`config.mk`:
```
export PLATFORM = sky130hd
export DESIGN_NAME = dot_product_acc_flat
export DESIGN_NICKNAME = d
export VERILOG_FILES = /design/src/rtl/dot_product_acc_if.sv /design/src/rtl/dot_product_acc.sv /design/src/flat_wrapper.sv
export SDC_FILE = /design/constraint.sdc
export NUM_CORES = 1
export LEC_CHECK = 0
export CORE_MARGIN = 2
export CORE_UTILIZATION = 40
export DETAILED_ROUTE_END_ITERATION = 10
export HOLD_SLACK_MARGIN = 0.03
export PLACE_DENSITY_LB_ADDON = 0.15
export SLEW_MARGIN = 20
export SYNTH_ARGS = -nofsm -noshare
export SYNTH_HDL_FRONTEND = slang
export SYNTH_SLANG_ARGS = --single-unit
```
`constraint.sdc`:
```
create_clock -name ap_clk -period 8.7 [get_ports ap_clk]
set_input_delay 1.74 -clock ap_clk [delete_from_list [all_inputs] [get_ports ap_clk]]
set_output_delay 1.74 -clock ap_clk [all_outputs]
set_load 0.01 [all_outputs]
```
`src/rtl/dot_product_acc_if.sv`:
```
// dot_product_acc_if
// Groups the three element streams of the dot-product accumulator:
//   Input_1_V_V / _ap_vld / _ap_ack   vector A element stream (32-bit signed)
//   Input_2_V_V / _ap_vld / _ap_ack   vector B element stream (32-bit signed)
//   Output_1_V_V / _ap_vld / _ap_ack  dot-product result stream
// Modports:
//   master - leaf-interface side: produces A/B elements, accepts results
//   slave  - accelerator side: consumes A/B elements, produces results
interface dot_product_acc_if;
  logic [31:0] Input_1_V_V;
  logic        Input_1_V_V_ap_vld;
  logic        Input_1_V_V_ap_ack;
  logic [31:0] Input_2_V_V;
  logic        Input_2_V_V_ap_vld;
  logic        Input_2_V_V_ap_ack;
  logic [31:0] Output_1_V_V;
  logic        Output_1_V_V_ap_vld;
  logic        Output_1_V_V_ap_ack;

  modport master (
    output Input_1_V_V, Input_1_V_V_ap_vld,
    input  Input_1_V_V_ap_ack,
    output Input_2_V_V, Input_2_V_V_ap_vld,
    input  Input_2_V_V_ap_ack,
    input  Output_1_V_V, Output_1_V_V_ap_vld,
    output Output_1_V_V_ap_ack
  );

  modport slave (
    input  Input_1_V_V, Input_1_V_V_ap_vld,
    output Input_1_V_V_ap_ack,
    input  Input_2_V_V, Input_2_V_V_ap_vld,
    output Input_2_V_V_ap_ack,
    output Output_1_V_V, Output_1_V_V_ap_vld,
    input  Output_1_V_V_ap_ack
  );
endinterface

```
`src/rtl/dot_product_acc.sv`:
```
// dot_product_acc
// Streaming dot-product accumulator. Joins one A and one B element per cycle
// (both consumed together), accumulates the low 32 bits of their signed
// product, and after VEC_LEN joins presents the wrapped sum on the result
// stream, holding it until accepted.
// Parameters:
//   VEC_LEN   element pairs per dot product (1..65535)
//   CNT_BITS  width of the element counter
// Ports:
//   ap_clk    clock
//   ap_rst_n  asynchronous active-low reset
//   ap_start  level enable, sampled on leaving IDLE and on result hand-off
//   ap_idle   high while in IDLE
//   ap_done   one-cycle pulse the cycle after a result is accepted
//   ap_ready  identical to ap_done
//   bus       element/result streams (slave side)
module dot_product_acc #(
  parameter int VEC_LEN  = 64,
  parameter int CNT_BITS = 16
) (
  input  logic                    ap_clk,
  input  logic                    ap_rst_n,
  input  logic                    ap_start,
  output logic                    ap_idle,
  output logic                    ap_done,
  output logic                    ap_ready,
  dot_product_acc_if.slave        bus
);

  typedef enum logic [1:0] {
    IDLE,
    ACC,
    OUT
  } state_t;

  state_t              state;
  state_t              state_next;
  logic [31:0]         acc;
  logic [31:0]         result;
  logic [31:0]         prod;
  logic [31:0]         sum;
  logic [CNT_BITS-1:0] cnt;
  logic                join_fire;
  logic                last_elem;
  logic                out_fire;
  logic                done_q;

  // The low 32 bits of a two's-complement product do not depend on operand
  // signedness, so a plain 32x32 multiply truncated to 32 bits is exact here.
  always_comb begin
    join_fire = (state == ACC) && bus.Input_1_V_V_ap_vld && bus.Input_2_V_V_ap_vld;
    prod      = bus.Input_1_V_V * bus.Input_2_V_V;
    sum       = acc + prod;
    last_elem = (cnt == CNT_BITS'(VEC_LEN - 1));
    out_fire  = (state == OUT) && bus.Output_1_V_V_ap_ack;
  end

  // ap_start only matters when leaving IDLE or when the result is handed off;
  // dropping it mid-vector does not abort accumulation.
  always_comb begin
    state_next = state;
    case (state)
      IDLE: if (ap_start) state_next = ACC;
      ACC:  if (join_fire && last_elem) state_next = OUT;
      OUT:  if (out_fire) state_next = ap_start ? ACC : IDLE;
      default: state_next = IDLE;
    endcase
  end

  always_ff @(posedge ap_clk or negedge ap_rst_n) begin
    if (!ap_rst_n) begin
      state <= IDLE;
    end else begin
      state <= state_next;
    end
  end

  // On the final join the completed sum goes straight into the result
  // register and the accumulator restarts from zero for the next vector.
  always_ff @(posedge ap_clk or negedge ap_rst_n) begin
    if (!ap_rst_n) begin
      acc    <= '0;
      cnt    <= '0;
      result <= '0;
      done_q <= 1'b0;
    end else begin
      done_q <= out_fire;
      if (join_fire) begin
        if (last_elem) begin
          result <= sum;
          acc    <= '0;
          cnt    <= '0;
        end else begin
          acc <= sum;
          cnt <= cnt + 1'b1;
        end
      end
    end
  end

  always_comb begin
    bus.Input_1_V_V_ap_ack  = join_fire;
    bus.Input_2_V_V_ap_ack  = join_fire;
    bus.Output_1_V_V        = result;
    bus.Output_1_V_V_ap_vld = (state == OUT);
    ap_idle                 = (state == IDLE);
    ap_done                 = done_q;
    ap_ready                = done_q;
  end

endmodule

```
`src/flat_wrapper.sv`:
```
// flat-port wrapper written by rule: the top's interface ports become plain ports
module dot_product_acc_flat 
#(
  parameter int VEC_LEN  = 64,
  parameter int CNT_BITS = 16
)
  (ap_clk, ap_rst_n, ap_start, ap_idle, ap_done, ap_ready, bus_Input_1_V_V, bus_Input_1_V_V_ap_vld, bus_Input_1_V_V_ap_ack, bus_Input_2_V_V, bus_Input_2_V_V_ap_vld, bus_Input_2_V_V_ap_ack, bus_Output_1_V_V, bus_Output_1_V_V_ap_vld, bus_Output_1_V_V_ap_ack);
  dot_product_acc_if bus_i ();
  input  logic ap_clk;
  input  logic ap_rst_n;
  input  logic ap_start;
  output logic ap_idle;
  output logic ap_done;
  output logic ap_ready;
  input wire logic [$bits(bus_i.Input_1_V_V)-1:0] bus_Input_1_V_V;
  input wire logic [$bits(bus_i.Input_1_V_V_ap_vld)-1:0] bus_Input_1_V_V_ap_vld;
  output wire logic [$bits(bus_i.Input_1_V_V_ap_ack)-1:0] bus_Input_1_V_V_ap_ack;
  input wire logic [$bits(bus_i.Input_2_V_V)-1:0] bus_Input_2_V_V;
  input wire logic [$bits(bus_i.Input_2_V_V_ap_vld)-1:0] bus_Input_2_V_V_ap_vld;
  output wire logic [$bits(bus_i.Input_2_V_V_ap_ack)-1:0] bus_Input_2_V_V_ap_ack;
  output wire logic [$bits(bus_i.Output_1_V_V)-1:0] bus_Output_1_V_V;
  output wire logic [$bits(bus_i.Output_1_V_V_ap_vld)-1:0] bus_Output_1_V_V_ap_vld;
  input wire logic [$bits(bus_i.Output_1_V_V_ap_ack)-1:0] bus_Output_1_V_V_ap_ack;
  assign bus_i.Input_1_V_V = bus_Input_1_V_V;
  assign bus_i.Input_1_V_V_ap_vld = bus_Input_1_V_V_ap_vld;
  assign bus_Input_1_V_V_ap_ack = bus_i.Input_1_V_V_ap_ack;
  assign bus_i.Input_2_V_V = bus_Input_2_V_V;
  assign bus_i.Input_2_V_V_ap_vld = bus_Input_2_V_V_ap_vld;
  assign bus_Input_2_V_V_ap_ack = bus_i.Input_2_V_V_ap_ack;
  assign bus_Output_1_V_V = bus_i.Output_1_V_V;
  assign bus_Output_1_V_V_ap_vld = bus_i.Output_1_V_V_ap_vld;
  assign bus_i.Output_1_V_V_ap_ack = bus_Output_1_V_V_ap_ack;
  dot_product_acc #(.VEC_LEN(VEC_LEN), .CNT_BITS(CNT_BITS)) u_core (.ap_clk(ap_clk), .ap_rst_n(ap_rst_n), .ap_start(ap_start), .ap_idle(ap_idle), .ap_done(ap_done), .ap_ready(ap_ready), .bus(bus_i));
endmodule
```
==> flow_metrics.env, run 1 <==
export IMPL_status="finished clean"
export IMPL_busiest_layer="met2"
export IMPL_ant_nets=0
export IMPL_r2r_setup_slack_ns=1.69
export IMPL_worst_path_buf_inv=6
export IMPL_clockRootBuffer="clkbuf_16"
export IMPL_clkTransAtPathRegs_ns=0.07
export IMPL_hold_buffers=0
export IMPL_async_reset_ff_share_pct=100
export IMPL_grt_first_pass_wirelength_um=91700
export IMPL_grt_use_met1_pct=34.5
export IMPL_relSlewSlack_pct=36.3
export IMPL_min_period_ns=8.53
export IMPL_layout_drive_gt1_share_pct=13.4
export IMPL_drc=0
export IMPL_final_cells=3105
export IMPL_cts_tree="yes"
export IMPL_h_tree_depth=3
export IMPL_wl_per_cell_um=19.0
export IMPL_grt_max_degree=62
export IMPL_viasPerCell=4.78
export IMPL_finalNetCount=3068
export IMPL_cp_required_ns=8.93
export IMPL_syn_nets=2831
export IMPL_synth_flop_cell="dfrtp_1"
export IMPL_finalSetupViolCount=0
export IMPL_synth_area_per_cell_um2=9.07
export IMPL_vias=14900
export IMPL_drt_iter0_markers=734
export IMPL_cpMostUsedCell="fa_1"
export IMPL_crit_chain="clkdlybuf4s50_1 > buf_6 > and2_4 > fa_1 > fa_1 > inv_1 > fa_1 > fa_1 > fa_1 > inv_1 > fa_1 > fa_1 > inv_1 > fa_1 > inv_2 > ha_4 > nand2_2 > nor2_4 > and3_4 > or3b_4 > a311o_1 > o31a_1 > xnor2_2 > mux2_2"
export IMPL_dr_pass1_iters=5
export IMPL_dieArea_um2=51600
export IMPL_hold_viol=0
export IMPL_skew_ns=0.0113
export IMPL_ios=108
export IMPL_die_height_um=227
export IMPL_wl_um=58900
export IMPL_ys_seq_area_share_pct=10.4
export IMPL_synth_edf_count=0
export IMPL_crit_slowest_cell="fa_1"
export IMPL_io_buffers=107
export IMPL_max_stage_delay_ns=0.54
export IMPL_cts_made_buffers=9
export IMPL_die_x_um=227
export IMPL_end_kind="flip-flop"
export IMPL_drv_cap=0
export IMPL_path_class="input port to flip-flop"
export IMPL_std_cell_rows=81
export IMPL_clock_sinks=83
export IMPL_syn_to_final_growth_pct=21.9
export IMPL_synthesis_area_um2=19900
export IMPL_antenna_found_initial=0
export IMPL_arrival_ns=8.76
export IMPL_gp_congestion=0.901
export IMPL_grtUsageTotal_pct=23.4
export IMPL_clk_latency_ns=0.35
export IMPL_nFillCells=4743
export IMPL_synth_distinct_cells=51
export IMPL_grt_use_met2_pct=38.6
export IMPL_slew_violations=0
export IMPL_grt_pass1_vias=16100
export IMPL_synth_warnings=0
export IMPL_worstPathMaxFanout=8
export IMPL_ys_ff_latch=83
export IMPL_core_area_um2=49100
export IMPL_hold_class="flip-flop to flip-flop"
export IMPL_worst_pin_slew_ns=0.955
export IMPL_grtUsageMet3_pct=2.45
export IMPL_netlist_instances=2198
export IMPL_crit_family="adder cells"
export IMPL_fin_crit_sh_pct=98.1
export IMPL_start_util_pct=40.6
export IMPL_fin_tns_setup_ns=0
export IMPL_dp_cells=3054
export IMPL_grt_overflow_total=0
export IMPL_dp_hpwl_um=48900
export IMPL_fmax_mhz=117
export IMPL_critPathLaunchType="input port"
export IMPL_clock_path_buffers=2
[timing repair]
item	CTS	global route
gates resized for setup	30	103
cloned	0	8
setup endpoints to repair	8	18
hold endpoints to repair	0	0
pin swaps	19	40
setup buffers	13	13
[stage by stage]
| stage | utilization [%] | area, um2 | hold slack [ns] | setup WS (ns) |
|---|---|---|---|---|
| after floorplan | - | 19900 | 0.449 | 0.164 |
| after global placement | 47.3 | 23200 | 0.463 | -0.415 |
| after detailed placement | 47.3 | 23200 | 0.463 | -0.471 |
| after CTS | 48.3 | 23700 | 0.480 | -0.00635 |
| after global routing | 49.5 | 24300 | 0.492 | -0.0173 |
| final | 49.5 | 24300 | 0.474 | 0.169 |
[sequential cells by signal (all words and copies together), names as in the netlist]
name,cells
u_core.acc,32
u_core.bus.Output_1_V_V,32
u_core.cnt,16
u_core.state,2
u_core.ap_done,1
[cells in the mapped netlist, drive strengths merged (3+ instances only)]
cell	n	share of area (%)
a211oi	6	0.25
a21o	7	0.26
a21oi	24	0.62
a22o	9	0.40
and2	275	8.6
and3	7	0.22
buf	13	0.36
clkbuf	93	1.8
dfrtp	83	10
fa	438	44
ha	125	7.8
inv	512	9.6
mux2	5	0.28
nand2	367	6.9
nand3	11	0.28
nand4	6	0.19
nor2	22	0.41
nor3	5	0.13
o21ai	45	1.1
o21bai	3	0.11
o31ai	12	0.45
or3	3	0.094
xnor2	74	3.3
xor2	24	1.1
[logic make-up after synthesis]
family	after synthesis	synth area share [%]
mux	5	0.282
simple gates	709	17.4
xor+xnor	99	4.42
fa+ha+maj	563	51.8
compound gates	121	3.91
flops	83	10.4
buf+inv	618	11.8
[worst paths after layout]
kind                                              from                          end  depth (start not counted)
max                                bus_Input_2_V_V[15]  u_core.bus.Output_1_V_V[31]                         24
min                        u_core.bus.Output_1_V_V[26]  u_core.bus.Output_1_V_V[26]                          2
max reg2reg                             u_core.acc[23]  u_core.bus.Output_1_V_V[31]                         23
min reg2reg                u_core.bus.Output_1_V_V[26]  u_core.bus.Output_1_V_V[26]                          2
max in group asynchronous                     ap_rst_n               u_core.acc[29]                          2
min in group asynchronous                     ap_rst_n              u_core.state[0]                          1
[metal layers]
layer  routed length, um  part of all wire, %
met2               27800                   47
met3                2980                  5.1
met5                   0                    0
met4                 491                 0.83
met1               27600                   47
[final cells by class]
type / count / area [um2] / area share (%)
clock buffer: 11 / 233 / 0.958
timing repair buffer: 332 / 3340 / 13.7
multi-input combinational: 1497 / 15800 / 65.1
antenna: 1 / 2.50 / 0.0103
clock inverter: 5 / 63.8 / 0.263
sequential: 83 / 2080 / 8.55
inverter: 512 / 1920 / 7.91
tap: 664 / 831 / 3.42
[worst min-delay path, stage by stage (launching register included)]
cell     delay, ns
dfrtp_1       0.34
nand2_1       0.05
nand2_1       0.05
[placed cells by master, fill, tap and decap left out, types with 5 or more instances in the layout]
| cell | netlist | layout |
|---|---|---|
| o21ai_1 | 13 | 14 |
| dfrtp_1 | 83 | 83 |
| xor2_1 | 24 | 23 |
| a21o_1 | 7 | 7 |
| fa_2 | 0 | 14 |
| o21ai_0 | 31 | 28 |
| and2_4 | 0 | 7 |
| fa_1 | 438 | 424 |
| a21oi_1 | 23 | 21 |
| nor3_1 | 5 | 5 |
| buf_12 | 0 | 32 |
| and3_1 | 7 | 5 |
| o31ai_1 | 12 | 11 |
| buf_6 | 0 | 8 |
| ha_4 | 0 | 10 |
| nor2_1 | 22 | 21 |
| nand3_1 | 11 | 11 |
| clkbuf_16 | 0 | 17 |
| dlymetal6s2s_1 | 0 | 16 |
| and2_1 | 275 | 268 |
| nand2_1 | 367 | 365 |
| buf_4 | 3 | 175 |
| ha_1 | 125 | 115 |
| dlygate4sd2_1 | 0 | 6 |
| clkdlybuf4s50_1 | 0 | 74 |
| clkbuf_2 | 0 | 9 |
| inv_1 | 512 | 501 |
| inv_2 | 0 | 11 |
| nand4_1 | 6 | 6 |
| xnor2_1 | 74 | 71 |
| a22o_1 | 9 | 9 |
Power of run 1 is left out: the tool's default activity adds up to more than one toggle a clock period on the data nets, which glitch-free logic cannot reach.
==> run 2, diff against run 1 <==
- ABC_AREA: unset -> 1
==> flow_metrics.env, run 2 <==
export IMPL_status="finished clean"
export IMPL_clkTransAtPathRegs_ns=0.06
export IMPL_wl_met1_um=27500
export IMPL_ios=108
export IMPL_synth_distinct_cells=49
export IMPL_cp_required_ns=8.90
export IMPL_viasPerCell=4.75
export IMPL_crit_family="adder cells"
export IMPL_hold_viol=0
export IMPL_fin_crit_sh_pct=97.2
export IMPL_synth_simple_gate_area_share_pct=17.8
export IMPL_met2_length_um=29900
export IMPL_synthesis_area_um2=21300
export IMPL_synth_area_mux_share_pct=0
export IMPL_synth_warnings=0
export IMPL_min_to="u_core.bus.Output_1_V_V[21]"
export IMPL_syn_to_final_growth_pct=15.1
export IMPL_r2r_end="u_core.acc[25]"
export IMPL_synth_compound_area_share_pct=3.90
export IMPL_clock_sinks=83
export IMPL_worst_pin_slew_ns=0.856
export IMPL_ant_nets=0
export IMPL_synth_most_common_cell="inv_1"
export IMPL_ys_seq_area_share_pct=9.77
export IMPL_cts_made_buffers=9
export IMPL_relSlewSlack_pct=42.8
export IMPL_dieArea_um2=55000
export IMPL_clk_latency_ns=0.34
export IMPL_synth_top_cell_area_share_pct=41.3
export IMPL_arrival_ns=8.66
export IMPL_synth_largest_area_cell="fa_1"
export IMPL_async_reset_ff_share_pct=100
export IMPL_cpMostUsedCell="fa_1"
export IMPL_clockRootBuffer="clkbuf_16"
export IMPL_grt_first_pass_wirelength_um=101000
export IMPL_ys_ff_latch=83
export IMPL_grt_max_degree=58
export IMPL_drc=0
export IMPL_synth_top_family_by_area="adder cells"
export IMPL_netlist_instances=2764
export IMPL_grt_overflow_total=0
export IMPL_worstReg2RegStart="u_core.acc[17]"
export IMPL_fmax_mhz=118
export IMPL_critPathLaunchType="input port"
export IMPL_min_period_ns=8.45
export IMPL_ff2ff_path_depth=24
export IMPL_std_cell_rows=84
export IMPL_vias=17000
export IMPL_dp_hpwl_um=52600
export IMPL_syn_nets=3397
export IMPL_wl_per_cell_um=17.2
export IMPL_finalNetCount=3527
export IMPL_io_buffers=107
export IMPL_wl_met3_um=3010
export IMPL_dr_pass1_iters=6
export IMPL_synth_edf_count=0
export IMPL_crit_slowest_cell="fa_1"
export IMPL_start_util_pct=40.4
export IMPL_synth_adder_area_share_pct=48.6
export IMPL_highest_layer="met4"
export IMPL_synth_flop_cell="dfrtp_1"
export IMPL_layout_drive_gt1_share_pct=6.90
export IMPL_h_tree_depth=3
export IMPL_synthXorXnorAreaFrac_pct=1.52
export IMPL_min_path_cells=2
export IMPL_worstPathMaxFanout=21
export IMPL_gp_congestion=0.926
export IMPL_finalSetupViolCount=0
export IMPL_antenna_found_initial=0
export IMPL_path_class="input port to flip-flop"
export IMPL_die_height_um=235
export IMPL_end_kind="flip-flop"
export IMPL_final_cells=3587
export IMPL_wl_um=61800
export IMPL_hold_start="u_core.bus.Output_1_V_V[21]"
export IMPL_cts_tree="yes"
export IMPL_skew_ns=0.0104
export IMPL_clock_path_buffers=2
export IMPL_grt_pass1_vias=18400
export IMPL_die_x_um=235
export IMPL_r2r_setup_slack_ns=2.07
export IMPL_synth_common_cells="inv_1, nand2_1, fa_1"
export IMPL_most_common_layout_cells="inv_1, nand2_1, fa_1, ha_1, clkdlybuf4s50_1"
export IMPL_drt_iter0_markers=962
export IMPL_worst_path_buf_inv=10
export IMPL_synth_area_per_cell_um2=7.69
export IMPL_core_area_um2=52600
export IMPL_slew_violations=0
export IMPL_cts_setup_buffers=0
export IMPL_netlist_top_cells_area="fa_1, inv_1, nand2_1"
export IMPL_diodes=0
export IMPL_hold_class="flip-flop to flip-flop"
export IMPL_final_common_cell="inv_1"
export IMPL_dp_cells=3571
export IMPL_max_stage_delay_ns=0.56
export IMPL_drv_cap=0
export IMPL_grtUsageTotal_pct=23.8
export IMPL_hold_buffers=0
-- run 2: stage by stage --
step           cell area, um2  setup slack, ns  util (%)  setup TNS [ns]  hold slack, ns
6_report                24500            0.245      46.6               0           0.484
4_1_cts                 24400           0.0337      46.5               0           0.485
3_3_place_gp            24100           -0.264      45.9           -1.67           0.468
2_1_floorplan           21300            0.772         -               0           0.449
3_5_place_dp            24100           -0.302      45.9           -2.18           0.465
5_1_grt                 24500          -0.0301      46.6         -0.0301           0.516
-- run 2: cells by family after synthesis --
family          after synthesis
simple gates                945
compound gates              130
flops                        83
buf+inv                    1006
xor+xnor                     37
fa+ha+maj                   563
-- run 2: final cells by class --
class,count,area (um2)
Clock buffer,10,229
Clock inverter,6,88.8
Fill cell,5279,28100
Inverter,887,3330
Multi-Input combinational cell,1675,15300
Sequential cell,83,2080
Tap cell,688,861
Timing Repair Buffer,238,2550
-- run 2: metal layers --
metal / global-route usage (%) / vias to the layer above
met5: 0 / -
met4: 5.62 / 0
met3: 2.65 / 84
met2: 40.6 / 428
met1: 32.5 / 8542
li1: - / 7989
-- run 2: tightest hold or removal path, stage by stage, from the launching register on --
cell     delay, ns
dfrtp_1       0.34
nand2_1       0.05
nand2_1       0.06
-- run 2: worst max-delay path by stage --
stage | from | endpoint | slack, ns | cells past startpoint
floorplan | bus_Input_2_V_V[3] | u_core.acc[25] | 0.77 | 26
global placement | bus_Input_2_V_V[2] | u_core.acc[22] | -0.26 | 27
detailed placement | bus_Input_2_V_V[2] | u_core.acc[22] | -0.30 | 27
CTS | bus_Input_2_V_V[2] | u_core.acc[22] | 0.03 | 27
global route | bus_Input_2_V_V[2] | u_core.acc[22] | -0.03 | 28
finish | bus_Input_2_V_V[2] | u_core.acc[25] | 0.25 | 28
-- run 2: timing repair --
item	4_1_cts	5_1_grt
endpoints found under the setup margin	0	11
resized for setup	0	15
hold endpoints to repair	0	0
Power of run 2 is left out for the same reason.
==> run 3, diff against run 2 <==
- SETUP_SLACK_MARGIN: unset -> 0.3
==> flow_metrics.env, run 3 (same netlist as run 2, synthesis figures left out) <==
export IMPL_syn_to_final_growth_pct=19.9
export IMPL_die_height_um=235
export IMPL_crit_family="adder cells"
export IMPL_grtUsageTotal_pct=23.8
export IMPL_io_buffers=107
export IMPL_final_cells=3645
export IMPL_clkTransAtPathRegs_ns=0.07
export IMPL_hold_class="flip-flop to flip-flop"
export IMPL_finalNetCount=3584
export IMPL_setup_ws_ns=0.510
export IMPL_status="finished clean"
export IMPL_worstPathMaxFanout=16
export IMPL_fmax_mhz=122
export IMPL_hold_viol=0
export IMPL_max_stage_delay_ns=0.55
export IMPL_slew_violations=0
export IMPL_finalSetupViolCount=0
export IMPL_grt_max_degree=58
export IMPL_highest_layer="met4"
export IMPL_grt_pass1_vias=18400
export IMPL_wl_um=66700
export IMPL_dp_cells=3571
export IMPL_dieArea_um2=55000
export IMPL_vias=17400
export IMPL_final_seq_area_um2=2080
export IMPL_layout_drive_gt1_share_pct=9.68
export IMPL_critPathLaunchType="input port"
export IMPL_final_common_cell="inv_1"
export IMPL_core_area_um2=52600
export IMPL_dr_pass1_iters=5
export IMPL_antenna_found_initial=1
export IMPL_worst_pin_slew_ns=0.836
export IMPL_die_x_um=235
export IMPL_multi_input_area_um2=15500
export IMPL_viasPerCell=4.78
export IMPL_clock_sinks=83
export IMPL_drc=0
export IMPL_ios=108
export IMPL_gp_congestion=0.926
export IMPL_rsz0062_at_grt="true"
export IMPL_nFillCells=5176
export IMPL_cts_tree="yes"
export IMPL_arrival_ns=8.47
export IMPL_wl_met1_um=28100
export IMPL_worst_path_buf_inv=12
export IMPL_clockRootBuffer="clkbuf_16"
export IMPL_std_cell_rows=84
export IMPL_end_kind="flip-flop"
export IMPL_drt_iter0_markers=1196
export IMPL_clock_path_buffers=2
export IMPL_dp_hpwl_um=52600
export IMPL_fin_tns_setup_ns=0
export IMPL_cts_made_buffers=9
export IMPL_crit_slowest_cell="fa_1"
export IMPL_fin_crit_sh_pct=94.1
export IMPL_grt_overflow_total=0
export IMPL_min_period_ns=8.19
export IMPL_cp_required_ns=8.98
export IMPL_relSlewSlack_pct=44.1
export IMPL_dp_slack_ns=-0.302
export IMPL_drv_cap=0
export IMPL_start_util_pct=40.4
export IMPL_ant_nets=0
export IMPL_most_common_layout_cells="inv_1, nand2_1, fa_1, buf_4, ha_1"
export IMPL_h_tree_depth=3
export IMPL_met2_length_um=32800
export IMPL_grt_first_pass_wirelength_um=101000
export IMPL_hold_buffers=0
export IMPL_wl_per_cell_um=18.3
export IMPL_path_class="input port to flip-flop"
export IMPL_clk_latency_ns=0.34
export IMPL_wl_met3_um=3990
export IMPL_skew_ns=0.0107
-- run 3: cell count changes in the layout (fill, tap and decap cells not counted), moves of 5 or more --
cell / change
buf_4: +30
buf_6: +5
clkbuf_16: +16
clkdlybuf4s50_1: -30
dlymetal6s2s_1: +29
ha_1: -6
ha_4: +5
-- run 3: final timing paths --
check	from	end	slack, ns	cells after the start
max reg2reg	u_core.acc[18]	u_core.acc[20]	2.09	23
min in group asynchronous	ap_rst_n	u_core.cnt[0]	1.32	1
max in group asynchronous	ap_rst_n	u_core.bus.Output_1_V_V[17]	6.27	2
max	bus_Input_2_V_V[17]	u_core.bus.Output_1_V_V[31]	0.51	28
min	u_core.bus.Output_1_V_V[21]	u_core.bus.Output_1_V_V[21]	0.48	2
min reg2reg	u_core.bus.Output_1_V_V[21]	u_core.bus.Output_1_V_V[21]	0.48	2
-- run 3: final cells by class --
| type | instances | area share [%] |
|---|---|---|
| Sequential cell | 83 | 8.15 |
| Multi-Input combinational cell | 1675 | 60.8 |
| Clock inverter | 6 | 0.349 |
| Tap cell | 688 | 3.38 |
| Timing Repair Buffer | 295 | 13.3 |
| Inverter | 887 | 13.1 |
| Antenna cell | 1 | 0.00982 |
| Clock buffer | 10 | 0.898 |
-- run 3: per-layer routing --
metal | vias to the layer above | track usage [%]
li1 | 8100 | -
met1 | 8753 | 32.5
met2 | 487 | 40.6
met3 | 94 | 2.65
met4 | 0 | 5.62
met5 | - | 0
-- run 3: repair_timing --
action                     CTS  global route
setup buffers                0            40
setup endpoints to repair   13            24
resized for setup            9            80
pin swaps                    2            27
gates cloned                 0            17
-- run 3: worst register-to-register path, cell delays in order (launching register included) --
cell,delay (ns)
dfrtp_1,0.46
fa_1,0.58
fa_1,0.42
fa_1,0.49
inv_1,0.05
fa_1,0.52
inv_1,0.05
fa_1,0.49
inv_1,0.05
fa_1,0.54
inv_1,0.05
fa_1,0.48
inv_1,0.06
fa_1,0.61
inv_1,0.10
ha_4,0.23
nand2_2,0.13
o21ai_0,0.12
a21oi_2,0.18
nand3_2,0.11
buf_4,0.14
buf_4,0.12
or2_2,0.28
a32o_1,0.22
-- run 3: through the flow --
stage | util (%) | area (um2) | hold slack, ns
final | 48.5 | 25500 | 0.484
after global routing | 48.5 | 25500 | 0.516
after CTS | 46.5 | 24400 | 0.485
after detailed placement | 45.9 | 24100 | 0.465
after global placement | 45.9 | 24100 | 0.468
after floorplan | - | 21300 | 0.449
Power of run 3 is left out for the same reason.
